--- src/rtl/pe_multibank.sv ---
// Weight-stationary systolic PE with an N-deep ring of weight banks, row-matched loads and occupancy/error status.
// Optional macro PE_SAT_EN: saturating accumulation instead of two's-complement wrap.
module pe_multibank #(
  parameter int ROW_ID               = 0,
  parameter int SYSTOLIC_ARRAY_WIDTH = 16,
  parameter int DATA_WIDTH_IN        = 8,
  parameter int DATA_WIDTH_ACCUM     = 32,
  parameter int NUM_WEIGHT_BANKS     = 2,
  localparam int INDEX_WIDTH         = $clog2(SYSTOLIC_ARRAY_WIDTH)
) (
  input  logic                               clk,
  input  logic                               rst_n,
  input  logic                               pe_enabled,
  input  logic                               pe_valid_in,
  input  logic                               pe_switch_in,
  input  logic                               pe_accept_w_in,
  input  logic signed [DATA_WIDTH_IN-1:0]    pe_weight_in,
  input  logic        [INDEX_WIDTH-1:0]      pe_index_in,
  input  logic signed [DATA_WIDTH_ACCUM-1:0] pe_psum_in,
  input  logic signed [DATA_WIDTH_IN-1:0]    pe_input_in,
  input  logic                               pe_err_clr,
  output logic signed [DATA_WIDTH_IN-1:0]    pe_weight_out,
  output logic        [INDEX_WIDTH-1:0]      pe_index_out,
  output logic                               pe_accept_w_out,
  output logic signed [DATA_WIDTH_IN-1:0]    pe_input_out,
  output logic                               pe_valid_out,
  output logic                               pe_switch_out,
  output logic signed [DATA_WIDTH_ACCUM-1:0] pe_psum_out,
  output logic                               pe_bank_full,
  output logic                               pe_bank_empty,
  output logic                               pe_weight_ovf,
  output logic                               pe_switch_err
);

  localparam int PTR_WIDTH  = $clog2(NUM_WEIGHT_BANKS);
  localparam int PROD_WIDTH = 2 * DATA_WIDTH_IN;
  localparam logic [PTR_WIDTH-1:0]   LAST_SLOT = PTR_WIDTH'(NUM_WEIGHT_BANKS - 1);
  localparam logic [INDEX_WIDTH-1:0] ROW_IDX   = INDEX_WIDTH'(ROW_ID);

  logic signed [DATA_WIDTH_IN-1:0] weight_bank [NUM_WEIGHT_BANKS];
  logic [PTR_WIDTH-1:0] act_ptr;
  logic [PTR_WIDTH-1:0] wr_ptr;
  logic [PTR_WIDTH-1:0] pend;

  logic load_hit;
  logic switch_ok;
  logic switch_bad;
  logic load_ok;
  logic load_drop;
  logic signed [DATA_WIDTH_IN-1:0]    active_weight;
  logic signed [PROD_WIDTH-1:0]       product;
  logic signed [DATA_WIDTH_ACCUM-1:0] product_ext;
  logic signed [DATA_WIDTH_ACCUM-1:0] mac_sum;

  function automatic logic [PTR_WIDTH-1:0] ring_next(input logic [PTR_WIDTH-1:0] ptr);
    return (ptr == LAST_SLOT) ? '0 : ptr + PTR_WIDTH'(1);
  endfunction

  // A load into a full ring is still accepted when a same-cycle switch frees the slot being retired.
  assign load_hit   = pe_accept_w_in && (pe_index_in == ROW_IDX);
  assign switch_ok  = pe_switch_in && (pend != '0);
  assign switch_bad = pe_switch_in && (pend == '0);
  assign load_ok    = load_hit && ((pend != LAST_SLOT) || switch_ok);
  assign load_drop  = load_hit && !load_ok;

  assign active_weight = weight_bank[act_ptr];
  assign product       = pe_input_in * active_weight;
  assign product_ext   = DATA_WIDTH_ACCUM'(product);

`ifdef PE_SAT_EN
  localparam logic signed [DATA_WIDTH_ACCUM-1:0] SAT_MAX = {1'b0, {(DATA_WIDTH_ACCUM-1){1'b1}}};
  localparam logic signed [DATA_WIDTH_ACCUM-1:0] SAT_MIN = {1'b1, {(DATA_WIDTH_ACCUM-1){1'b0}}};
  logic [DATA_WIDTH_ACCUM:0] wide_sum;

  assign wide_sum = {pe_psum_in[DATA_WIDTH_ACCUM-1], pe_psum_in}
                  + {product_ext[DATA_WIDTH_ACCUM-1], product_ext};

  // The two top bits of the widened sum disagree exactly when the narrow sum overflowed.
  always_comb begin
    mac_sum = wide_sum[DATA_WIDTH_ACCUM-1:0];
    if (wide_sum[DATA_WIDTH_ACCUM] != wide_sum[DATA_WIDTH_ACCUM-1]) begin
      mac_sum = wide_sum[DATA_WIDTH_ACCUM] ? SAT_MIN : SAT_MAX;
    end
  end
`else
  assign mac_sum = pe_psum_in + product_ext;
`endif

  assign pe_bank_empty = (pend == '0);
  assign pe_bank_full  = (pend == LAST_SLOT);

  always_ff @(posedge clk or negedge rst_n) begin
    if (!rst_n) begin
      pe_weight_out   <= '0;
      pe_index_out    <= '0;
      pe_accept_w_out <= 1'b0;
      pe_input_out    <= '0;
      pe_valid_out    <= 1'b0;
      pe_switch_out   <= 1'b0;
      pe_psum_out     <= '0;
    end else if (!pe_enabled) begin
      pe_weight_out   <= '0;
      pe_index_out    <= '0;
      pe_accept_w_out <= 1'b0;
      pe_input_out    <= '0;
      pe_valid_out    <= 1'b0;
      pe_switch_out   <= 1'b0;
      pe_psum_out     <= pe_psum_in;
    end else begin
      pe_weight_out   <= pe_weight_in;
      pe_index_out    <= pe_index_in;
      pe_accept_w_out <= pe_accept_w_in && (pe_index_in != ROW_IDX);
      pe_input_out    <= pe_input_in;
      pe_valid_out    <= pe_valid_in;
      pe_switch_out   <= pe_switch_in;
      pe_psum_out     <= pe_valid_in ? mac_sum : pe_psum_in;
    end
  end

  // Ring control: the active bank is read before this edge, so a same-cycle load never becomes active.
  always_ff @(posedge clk or negedge rst_n) begin
    if (!rst_n) begin
      for (int i = 0; i < NUM_WEIGHT_BANKS; i++) begin
        weight_bank[i] <= '0;
      end
      act_ptr       <= '0;
      wr_ptr        <= PTR_WIDTH'(1);
      pend          <= '0;
      pe_weight_ovf <= 1'b0;
      pe_switch_err <= 1'b0;
    end else if (pe_enabled) begin
      if (load_ok) begin
        weight_bank[wr_ptr] <= pe_weight_in;
        wr_ptr              <= ring_next(wr_ptr);
      end
      if (switch_ok) begin
        act_ptr <= ring_next(act_ptr);
      end
      if (load_ok && !switch_ok) begin
        pend <= pend + PTR_WIDTH'(1);
      end else if (switch_ok && !load_ok) begin
        pend <= pend - PTR_WIDTH'(1);
      end
      if (load_drop) begin
        pe_weight_ovf <= 1'b1;
      end else if (pe_err_clr) begin
        pe_weight_ovf <= 1'b0;
      end
      if (switch_bad) begin
        pe_switch_err <= 1'b1;
      end else if (pe_err_clr) begin
        pe_switch_err <= 1'b0;
      end
    end
  end

endmodule

--- config.mk ---
export PLATFORM = sky130hd
export DESIGN_NAME = pe_multibank
export DESIGN_NICKNAME = d
export VERILOG_FILES = /design/src/rtl/pe_multibank.sv
export SDC_FILE = /design/constraint.sdc
export NUM_CORES = 1
export LEC_CHECK = 0
export ABC_AREA = 1
export BUFFER_PORTS_ARGS = -buffer_cell sky130_fd_sc_hd__clkbuf_2
export CAP_MARGIN = 15
export CORE_UTILIZATION = 50
export CTS_CLUSTER_SIZE = 10
export DETAILED_ROUTE_END_ITERATION = 6
export PLACE_DENSITY_LB_ADDON = 0.15
export SLEW_MARGIN = 10
export SYNTH_ARGS = -nofsm -noshare
export SYNTH_HDL_FRONTEND = slang
export SYNTH_SLANG_ARGS = --single-unit
--- constraint.sdc ---
create_clock -name clk -period 7.75 [get_ports clk]
set_input_delay 0.3875 -clock clk [delete_from_list [all_inputs] [get_ports clk]]
set_output_delay 0.3875 -clock clk [all_outputs]
set_load 0.05 [all_outputs]
* Word-level counts from Yosys, hierarchy flattened *
Cells that the tools add are included.

cells by class
  $add $sub $neg = 5
  multipliers = 1
  div/mod/pow operators = 0
  $lt $le $gt $ge = 3
  equal/unequal tests = 0
  shift operators = 0
  muxes and demuxes = 21
  bitwise gates (word level) = 3
  reductions and logical operators = 22

operator list
  cell                                                                  number
  32-bit 2-to-1 mux                                                     2
  8-bit 2-to-1 mux                                                      6
  32-bit by 16-bit adder with 32-bit output                             1
  16-bit bitwise mux                                                    1
  8-bit by 8-bit multiplier with 16-bit output                          1
  1-bit 2-to-1 mux                                                      10
  2-bit AND reduction                                                   5
  1-bit logical AND                                                     9
  8-bit demux with 1-bit select                                         1
  2-bit nonzero test                                                    3
  2-bit >= comparator, second input constant                            2
  4-bit logical NOT                                                     1
  4-bit 2-to-1 mux                                                      1
  1-bit inverter with 2-bit output                                      2
  4-bit nonzero test                                                    1
  1-bit adder, second input constant                                    3
  1-bit logical NOT                                                     2
  2-bit by 1-bit < comparator with 1-bit output, second input constant  1
  1-bit logical OR                                                      1
  1-bit inverter                                                        1
  1-bit subtractor, second input constant                               1

storage, ports and cells
  register bits = 76
  latch bits = 0
  bits in writable memories = 0
  memory bits (read-only) = 0
  input port bits = 59
  output and inout port bits = 59
  logic and storage cells = 69
  memories kept = 0

* Depth between registers and ports, before layout *
  word-level depth = 8
  gate-level depth with buffers = 28
  depth with buffers taken out = 27

* Least setup slack after synthesis *
No wires, ideal clock.

  kind = flip-flop to flip-flop
  from = register act_ptr
  to = register pe_psum_out[17]
  library setup time = 0.120 ns
  arrival time = 6.513 ns
  data required time = 7.630 ns
  setup slack = 1.117 ns
  stages on the path, launching flop included = 26
  buffers on the path = 2
  period minus slack after synthesis = 6.633 ns
  cells stage by stage = dfrtp_1 > buf_2 > buf_2 > nand2_1 > o21ai_0 > nor2_1 > inv_1 > fa_1 > inv_1 > fa_1 > fa_1 > fa_1 > fa_1 > ha_1 > nand2_1 > inv_1 > nand2_1 > nand2_1 > nand2_1 > nand3_1 > nand2_1 > nand2_1 > nand2_1 > nand3_1 > o21ai_0 > inv_1

on the way
  longest elaborated chain between the ends = 8

ends and longest elaborated chain
  element                                                 line  RTL
  from (decl)                                             41    logic [PTR_WIDTH-1:0] act_ptr;
  from (signal assigned)                                  137   act_ptr <= ring_next(act_ptr);
  1-bit inverter with 2-bit output (not written as such)  66    assign active_weight = weight_bank[act_ptr];
  8-bit 2-to-1 mux (not written as such) (3 in a row)     66
  8-bit by 8-bit multiplier with 16-bit output            67    assign product = pe_input_in * active_weight;
  32-bit by 16-bit adder with 32-bit output               86    assign mac_sum = pe_psum_in + product_ext;
  32-bit 2-to-1 mux                                       116   pe_psum_out <= pe_valid_in ? mac_sum : pe_psum_in;
  32-bit 2-to-1 mux                                       101   end else if (!pe_enabled) begin
  to (signal assigned)                                    108   pe_psum_out <= pe_psum_in;
  to (signal assigned)                                    116
  to (decl)                                               28    output logic signed [DATA_WIDTH_ACCUM-1:0] pe_psum_out,

No other way between the ends. The select of a mux whose other input is x is not followed.
A chain may end at the register's enable or synchronous reset.

* Worst setup path in the final report *
  from = register act_ptr
  to = register pe_psum_out[29]

The elaborated chain is that of the path after synthesis.

==> flow_summary.ini <==
[global_routing]
gr-usage-all-layers_pct = 25.9
globalRoute.totalOverflow = 0
initial_antenna_violation_count = 0
first_global_vias = 7329
grt_pass1_wl_microns = 35800
grt_start_max_net_pins = 53

[floorplan]
io_pins = 118
chipWidth_microns = 136
initial_core_utilization_pct = 51.5
floorplan.die.height_microns = 136
dieArea_sq_um = 18400
rows = 48
core_sq_um = 17400

[drt]
wl_per_cell_microns = 15.0
detailedRoute.firstIterationViolations = 362
finalWirelength_microns = 21600
detail_route.drc_violations = 0
routed_via_density = 4.94
via_count = 7113
wl_met3_microns = 915
detail_route.first_pass.iterations = 4
route.met2.wl_microns = 11100
final_antenna_net_count = 0
top_layer_used = met4
met1_length_microns = 8830

[hold_path]
timing.hold.worst_path_depth = 3
worst_hold_path_type = input port to flop

[yosys]
yosysTopAreaCell = sky130_fd_sc_hd__fa_1
synth_top_flop_cell = sky130_fd_sc_hd__dfrtp_1
synth_enable_flop_cells = 0
syn_area_sq_um = 8950
synth.avg_cell_area_sq_um = 8.25
synth.area.top_cells = sky130_fd_sc_hd__fa_1, sky130_fd_sc_hd__dfrtp_1, sky130_fd_sc_hd__nand2_1
synth_top_cell_area_share_pct = 30.4
synth-seq-cells = 76
yosysMostFrequentCell = sky130_fd_sc_hd__nand2_1
synth_async_sr_flop_share_pct = 100
syn_nets = 1350
synth_common_cells = sky130_fd_sc_hd__nand2_1, sky130_fd_sc_hd__inv_1, sky130_fd_sc_hd__fa_1
ys_types = 32
synth_seq_area_share_pct = 21.3
yosysWarnings = 0
post_synth_inst_count = 1085

[timing]
slew_violations = 0
layout_min_cycle_time_ps = 6350
slew_headroom_pct = 39.8
total_negative_setup_slacks_ps = 0
final_report_hold_violation_count = 0
setup_repair_after_global_routing_missed_its_margin = false
setup-violations-final = 0
layout_worst_path_cycle_share_pct = 81.9
fmaxAchievable_ghz = 0.158
worst_slew_pin_slew_ps = 900
timing.clock.skew_ps = 12.2

[placement]
finalWeightedCongestion = 0.977
port-buffer-count = 117
dp_hpwl_microns = 18000

[clock_tree]
clkTransAtPathRegs_ps = 70
clock_tree.root_cell = sky130_fd_sc_hd__clkbuf_16
cts_tree = yes
post_cts_resized = 0
htree_num_levels = 3
clock_path_buffers = 2
clkSinkCount = 76
cts-buffers-inserted = 9
clkLatencyLatePin_ps = 360

[run_status]
run_status = finished, final reports clean

[critical_path]
critical-path-max-stage-delay_ps = 660
critical_path_cell_count = 19
reg2reg_depth = 19
crit_arrival_ps = 6600
timing.critical_path.required_ps = 8010
cp_top_family = adder cells
crit_type = flop to flop
critPathLaunchType = flop
timing.critical_path.buf_inv = 3
worst-path-max-fanout = 17
cp_cell_sequence = o21ai_0 > inv_1 > nand2_1 > fa_1 > fa_1 > inv_1 > fa_1 > fa_1 > ha_1 > ha_1 > nand2_1 > nor2_1 > nand2_1 > nor3_2 > nand2_1 > nand4_1 > nand3_1 > nand2_1 > inv_1
critical-path-top-cell-by-count = sky130_fd_sc_hd__nand2_1
cp_slowest_cell = sky130_fd_sc_hd__fa_1
timing.critical_path.to_type = flop

[layout]
antennaDiodeCount = 0
drive_above_1_share_pct = 15.2
post_layout_nets = 1474
area_delta_synth_final_pct = 13.2

[run]
cap_violations = 0
-- final timing paths --
check                      slack [ps]            from         endpoint
max                              1400         act_ptr  pe_psum_out[29]
min                               240  pe_index_in[0]  pe_index_out[0]
max reg2reg                      1400         act_ptr  pe_psum_out[29]
min reg2reg                       470  weight_bank[9]   weight_bank[9]
max in group asynchronous        6240           rst_n  pe_psum_out[14]
min in group asynchronous         500           rst_n   pe_psum_out[0]
-- per-stage QoR --
stage | hold slack, ps | util [%] | cells | instance area [sq um] | setup WS, ps
finish | 240 | 58.3 | 1439 | 10100 | 1400
global route | 248 | 58.3 | 1439 | 10100 | 952
CTS | 234 | 58.3 | 1439 | 10100 | 1410
detailed placement | 341 | 56.6 | 1422 | 9820 | 1440
global placement | 343 | 56.6 | 1422 | 9820 | 1590
floorplan | 91.9 | - | 1085 | 8950 | 1120
-- worst register-to-register path: stages, from the launching register on --
cell and delay, ps:
sky130_fd_sc_hd__dfrtp_1 550, sky130_fd_sc_hd__o21ai_0 630, sky130_fd_sc_hd__inv_1 180, sky130_fd_sc_hd__nand2_1 170, sky130_fd_sc_hd__fa_1 570, sky130_fd_sc_hd__fa_1 660
sky130_fd_sc_hd__inv_1 620, sky130_fd_sc_hd__fa_1 560, sky130_fd_sc_hd__fa_1 450, sky130_fd_sc_hd__ha_1 300, sky130_fd_sc_hd__ha_1 400, sky130_fd_sc_hd__nand2_1 170
sky130_fd_sc_hd__nor2_1 240, sky130_fd_sc_hd__nand2_1 160, sky130_fd_sc_hd__nor3_2 120, sky130_fd_sc_hd__nand2_1 110, sky130_fd_sc_hd__nand4_1 110, sky130_fd_sc_hd__nand3_1 110
sky130_fd_sc_hd__nand2_1 100, sky130_fd_sc_hd__inv_1 40
-- cells by family (layout without fill, tap and decap cells) --
logic type                 count (synthesis)  count (layout)  synth area share (%)
buffers and inverters                    260             389                  11.0
adders and majority gates                206             206                  40.2
xor gates and xnor gates                   9               9                 0.881
and+or+nand+nor                          455             455                  21.7
DFF                                       76              76                  21.3
muxes                                      3               3                 0.336
AOI/OAI and AO/OA                         76              76                  4.59
-- state kept, by name, summed over array words and instances (netlist names) --
name	flops
pe_switch_err	1
pe_switch_out	1
pe_weight_ovf	1
pe_valid_out	1
pe_psum_out	32
pe_bank_full	1
pe_index_out	4
pe_weight_out	8
act_ptr	1
pe_input_out	8
pe_accept_w_out	1
weight_bank	16
wr_ptr	1
-- layout make-up --
cell class	count	area, sq um
clock buffer	9	225
clock inverter	7	67.6
inverter	249	935
multi-input combinational	749	6070
sequential	76	1900
timing repair buffer	124	643
fill	1622	7230
tap	225	282
-- routing by layer --
layer,GRT usage [%],up-vias
met4,11.4,0
met3,4.08,41
met5,0,-
met1,31.2,3382
li1,-,3502
met2,45.5,188
-- placed cells by master, fill, tap and decap left out, types with 13 or more instances in the layout --
master,instances
sky130_fd_sc_hd__a21oi_1,22
sky130_fd_sc_hd__clkbuf_2,116
sky130_fd_sc_hd__dfrtp_1,75
sky130_fd_sc_hd__fa_1,136
sky130_fd_sc_hd__ha_1,70
sky130_fd_sc_hd__inv_1,245
sky130_fd_sc_hd__nand2_1,277
sky130_fd_sc_hd__nand3_1,48
sky130_fd_sc_hd__nor2_1,72
sky130_fd_sc_hd__o21ai_0,36
sky130_fd_sc_hd__or2_2,13
-- timing repair --
action	CTS	global route
setup buffers	0	0
endpoints found under the hold margin	24	0
hold buffers	1	0
Power is left out: the tool's default activity adds up to more than one toggle a clock period on the data nets, which glitch-free logic cannot reach.
